`src/rtl/fetch_stage.sv`:
```
// fetch_stage: RV32I instruction-fetch stage.
// Owns the PC, issues word fetches over a valid/ready request channel, pairs
// in-order responses with their PCs in a small circular buffer and presents
// {pc, instr} downstream over valid/ready. Redirects restart fetch and discard
// stale responses through a kill counter.
// Optional feature macro: FETCH_STALL_CNT_EN (adds the stall_cycles counter port).
module fetch_stage #(
   parameter logic [31:0] RESET_PC = 32'h0000_0000,
   parameter int unsigned DEPTH    = 4
) (
   input  logic        clk,
   input  logic        async_rst_n,
   input  logic        redirect,
   input  logic [31:0] redirect_pc,
   output logic        imem_req_valid,
   input  logic        imem_req_ready,
   output logic [31:0] imem_req_addr,
   input  logic        imem_rsp_valid,
   input  logic [31:0] imem_rsp_data,
   output logic        out_valid,
   input  logic        out_ready,
   output logic [31:0] out_pc,
   output logic [31:0] out_instr
`ifdef FETCH_STALL_CNT_EN
   ,
   output logic [31:0] stall_cycles
`endif
);

   localparam int unsigned AW = $clog2(DEPTH);
   localparam int unsigned CW = AW + 1;

   typedef logic [AW-1:0] ptr_t;
   typedef logic [CW-1:0] cnt_t;

   logic [31:0] pc_q;

   // output buffer of {pc, instr}
   logic [31:0] fb_pc    [DEPTH];
   logic [31:0] fb_instr [DEPTH];
   ptr_t        fb_head;
   ptr_t        fb_tail;
   cnt_t        occ;

   // PCs of accepted requests whose responses are still live
   logic [31:0] pend_pc [DEPTH];
   ptr_t        pend_head;
   ptr_t        pend_tail;
   cnt_t        pend_cnt;

   // responses still owed by memory for requests made before a redirect
   cnt_t        kill;

   logic [CW+1:0] credit_used;
   logic          req_fire;
   logic          rsp_live;
   logic          pop;
   logic [1:0]    unused_rpc_lo;

   assign unused_rpc_lo = redirect_pc[1:0];

   // inflight counts both live pending requests and responses still to be killed
   assign credit_used    = (CW+2)'(pend_cnt) + (CW+2)'(kill) + (CW+2)'(occ);
   assign imem_req_valid = async_rst_n && !redirect && (credit_used < (CW+2)'(DEPTH));
   assign imem_req_addr  = pc_q;
   assign req_fire       = imem_req_valid && imem_req_ready;
   assign rsp_live       = imem_rsp_valid && (kill == '0) && !redirect;

   assign out_valid = (occ != '0);
   assign pop       = out_valid && out_ready;
   assign out_pc    = fb_pc[fb_head];
   assign out_instr = fb_instr[fb_head];

   // PC, pending queue, kill counter and output buffer update
   always_ff @(posedge clk or negedge async_rst_n) begin
      if (!async_rst_n) begin
         pc_q      <= RESET_PC;
         fb_head   <= '0;
         fb_tail   <= '0;
         occ       <= '0;
         pend_head <= '0;
         pend_tail <= '0;
         pend_cnt  <= '0;
         kill      <= '0;
         for (int unsigned i = 0; i < DEPTH; i++) begin
            fb_pc[i]    <= '0;
            fb_instr[i] <= '0;
            pend_pc[i]  <= '0;
         end
      end else if (redirect) begin
         pc_q              <= {redirect_pc[31:2], 2'b00};
         occ               <= '0;
         fb_tail           <= fb_head;
         fb_pc[fb_head]    <= '0;
         fb_instr[fb_head] <= '0;
         pend_cnt          <= '0;
         pend_tail         <= pend_head;
         // a response landing this cycle is dropped here, so it leaves the owed count
         kill              <= kill + pend_cnt - cnt_t'(imem_rsp_valid);
      end else begin
         if (req_fire) begin
            pend_pc[pend_tail] <= pc_q;
            pend_tail          <= pend_tail + ptr_t'(1);
            pc_q               <= pc_q + 32'd4;
         end
         if (imem_rsp_valid && (kill != '0)) begin
            kill <= kill - cnt_t'(1);
         end
         if (rsp_live) begin
            fb_pc[fb_tail]    <= pend_pc[pend_head];
            fb_instr[fb_tail] <= imem_rsp_data;
            fb_tail           <= fb_tail + ptr_t'(1);
            pend_head         <= pend_head + ptr_t'(1);
         end
         if (pop) begin
            fb_head <= fb_head + ptr_t'(1);
         end
         pend_cnt <= pend_cnt + cnt_t'(req_fire) - cnt_t'(rsp_live);
         occ      <= occ + cnt_t'(rsp_live) - cnt_t'(pop);
      end
   end

`ifdef FETCH_STALL_CNT_EN
   // saturating count of cycles where downstream holds off a valid instruction
   always_ff @(posedge clk or negedge async_rst_n) begin
      if (!async_rst_n) begin
         stall_cycles <= '0;
      end else if (out_valid && !out_ready && (stall_cycles != '1)) begin
         stall_cycles <= stall_cycles + 32'd1;
      end
   end
`endif

endmodule
```
`config.mk`:
```
export PLATFORM = sky130hd
export DESIGN_NAME = fetch_stage
export DESIGN_NICKNAME = d
export VERILOG_FILES = /design/src/rtl/fetch_stage.sv
export SDC_FILE = /design/constraint.sdc
export NUM_CORES = 1
export LEC_CHECK = 0
export ABC_AREA = 1
export BUFFER_PORTS_ARGS = -buffer_cell sky130_fd_sc_hd__clkbuf_2
export CORE_ASPECT_RATIO = 1.4
export CORE_MARGIN = 5
export CORE_UTILIZATION = 60
export CTS_CLUSTER_DIAMETER = 150
export DETAILED_ROUTE_END_ITERATION = 8
export PLACE_DENSITY = 0.8
export SLEW_MARGIN = 20
export SYNTH_ARGS = -nofsm -noshare
export SYNTH_HDL_FRONTEND = slang
export SYNTH_SLANG_ARGS = --single-unit
```
`constraint.sdc`:
```
create_clock -name clk -period 3.8 [get_ports clk]
set_input_delay 0.76 -clock clk [delete_from_list [all_inputs] [get_ports clk]]
set_output_delay 0.76 -clock clk [all_outputs]
set_load 0.1 [all_outputs]
```
==> reports/metrics.csv <==
stage;metric;value;unit
floorplan;Cell Rows;79;
cts;Clk Latency, worst-skew pair;0.55;ns
timing;period utilization;94.9;%
cts;htree depth;2;
cts;TritonCTS Buffers;40;
timing;final setup violating endpoints;0;
timing;fin. max-slew vios;0;
worst_setup_path;Critical Path Start Type;flip-flop;
worst_setup_path;crit path capture type;output pin;
global_route;vias in the first global route;17600;
worst_setup_path;Crit Path Class;reg2out;
logic_synthesis;register area share after synthesis;52.3;%
floorplan;area of the core;0.0333;mm^2
final_layout;ANT cells;0;
timing;Rel. slew slack;36.9;%
place;Placed Cells;2913;
cts;root buffer cell;clkbuf_16;
logic_synthesis;synthesized area per cell;8.20;um^2
logic_synthesis;Syn Inst Count;2469;
floorplan;Die W;165;um
route;Iteration-0 DRC Markers;1916;
timing;RSZ-0062 raised after global routing;false;
floorplan;Starting Density;60.8;%
global_route;gr ovfl total;0;
logic_synthesis;number of synthesized flops with an enable pin;0;
floorplan;I/O pins;168;
global_route;GR Util All Layers;28.7;%
cts;Hold-fix buffers, CTS;0;
place;routability cong.;0.942;
worst_setup_path;worst flop-to-flop path endpoint;pend_cnt[2]$_DFF_PN0_;
route;DR pass1 iterations;8;
route;via count;17700;
global_route;largest net degree at the start of global routing;204;
outcome;outcome;finished clean;
final_layout;highest-count cells in the layout ignoring fill and taps;nand2_1, dfrtp_1, o21ai_0;
timing;min Tclk post-route;3.61;ns
place;Post-DP HPWL;32.4;mm
timing;Max Freq;277;MHz
worst_setup_path;Worst EP required;3.04;ns
logic_synthesis;top_reg_cell synth;dfrtp_1;
logic_synthesis;post-synthesis cell area;0.0202;mm^2
cts;CTS max path bufs;3;
route;Routed WL per cell;18.0;um
pwr;worst vdd ir;0.747;mV
place;Port Buffer Count;163;
min_path;HP Class;in2async;
pwr;Pwr Density;953;mW/mm^2
logic_synthesis;YS warnings;0;
logic_synthesis;synthesized flop and latch total;423;
worst_setup_path;CP Max Fanout;5;
route;vias per cell;5.93;
final_layout;fraction of layout cells with a size suffix above 1;11.7;%
timing;clock skew;0.0184;ns
final_layout;# nets final;2611;
final_layout;commonest non-fill, non-tap cell in the layout;nand2_1;
route;DRC;0;
global_route;first-pass GRT wire length;88.0;mm
timing;number of hold violations in the final report;0;
worst_setup_path;Critical Path AT;2.85;ns
cts;CTS tree;yes;
logic_synthesis;Async SR Flop Fraction;100;%
final_layout;Layout area overhead;11.8;%
final_layout;Layout Cells excl Fill;2986;
worst_setup_path;flop-to-flop setup slack;0.58;ns
logic_synthesis;Synth cell types;30;
floorplan;Die Ht;227;um
timing;Sum Neg Setup Slack;0;ns
cts;Sink Count;423;
route;DRT Wirelength;53.8;mm
global_route;initial antenna violation count;0;
worst_setup_path;Critical R2R Launch;occ[1]$_DFF_PN0_;
pwr;Tot Pwr;21.6;mW
route;ANT nets after route;0;
pwr;Leak;11.1;nW
cts;clock-pin slew on the worst setup and hold paths;0.06;ns
worst_setup_path;Reg2Reg Depth;15;
flow_run;max cap viols;0;
timing;worst slew pin tran;0.947;ns
floorplan;die area;0.0376;mm^2
==> metrics by stage <==
step	cell area [um^2]	hold WS, ns	util (%)	worst slack, ns
after global routing	22600	0.299	67.9	0.0748
after CTS	22600	0.271	67.8	0.114
final	22600	0.279	67.9	0.195
after detailed placement	21200	0.458	63.6	0.646
after global placement	21200	0.453	63.6	0.651
after floorplan	20200	0.442	-	0.328
==> how the worst max path moves through the flow <==
stage	startpoint	to	slack, ns	cells after the start
6_report	occ[1]$_DFF_PN0_	imem_req_valid	0.19	8
5_1_grt	occ[1]$_DFF_PN0_	imem_req_valid	0.07	8
3_3_place_gp	pend_cnt[1]$_DFF_PN0_	pend_cnt[2]$_DFF_PN0_	0.65	15
3_5_place_dp	occ[1]$_DFF_PN0_	pend_cnt[2]$_DFF_PN0_	0.65	15
2_1_floorplan	fb_head[1]$_DFFE_PN0P_	out_instr[24]	0.33	6
4_1_cts	occ[1]$_DFF_PN0_	imem_req_valid	0.11	8
==> power by group <==
| part | internal [mW] | switching [mW] | leakage, nW | total, mW |
|---|---|---|---|---|
| clock network | 2.54 | 1.72 | 0.703 | 4.25 |
| logic | 2.30 | 8.32 | 4.69 | 10.6 |
| registers | 5.75 | 0.950 | 5.72 | 6.70 |
==> state kept, by name, summed over array words and instances, names as in the netlist <==
register       cells
fb_head            2
fb_instr         128
fb_pc            128
fb_tail            2
imem_req_addr     30
kill               3
occ                3
pend_cnt           3
pend_head          2
pend_pc          120
pend_tail          2
==> final cells by class <==
cell class	count	area [um^2]
fill	2663	10700
sequential	423	10600
multi-input combinational	1751	8450
timing repair buffer	206	1280
clock buffer	54	1190
tap	445	557
inverter	89	335
clock inverter	18	235
==> Yosys cell counts, types with 11 or more instances <==
library cell  number  area (um^2)
o21ai_0          388         1940
nand3_1          316         1580
a32o_1            30          300
ha_1              24          300
o22ai_1           62          388
clkbuf_1         140          526
buf_2             54          270
nand2_1          645         2420
nand3b_1          13         97.6
xnor2_1           11         96.3
inv_1             84          315
dfrtp_1          423        10600
a21oi_1           39          195
nor2_1           193          724
==> repair_timing <==
item,CTS,global route
endpoints found under the setup margin,0,1
gates resized for setup,0,1
setup buffers,0,0
==> kinds of logic after synthesis <==
group                    after synthesis  share of synthesized area, %
other                                  1                        0.0185
flip-flops                           423                          52.3
AO/OA/AOI/OAI                        524                          14.2
adder cells (fa/ha/maj)               30                          2.08
buffers and inverters                296                          6.25
AND/OR/NAND/NOR                     1174                          24.3
XOR/XNOR                              21                         0.909
==> metal layers <==
metal / GRT usage [%] / share of wire (%) / vias to the layer above
met1: 38.1 / 41 / 8592
li1: - / - / 8288
met3: 3.93 / 6.8 / 111
met2: 48.8 / 50 / 729
met5: 0 / 0 / -
met4: 9.80 / 2.6 / 0
==> worst max-delay path, stage by stage (launching register included) <==
cell     delay [ns]
dfrtp_1        0.39
inv_1          0.11
fa_1           0.50
a21oi_1        0.16
fa_1           0.43
nor2_1         0.12
nand2_1        0.13
a21oi_4        0.26
buf_12         0.21
Note: power is estimated with default switching activity, not from simulation.
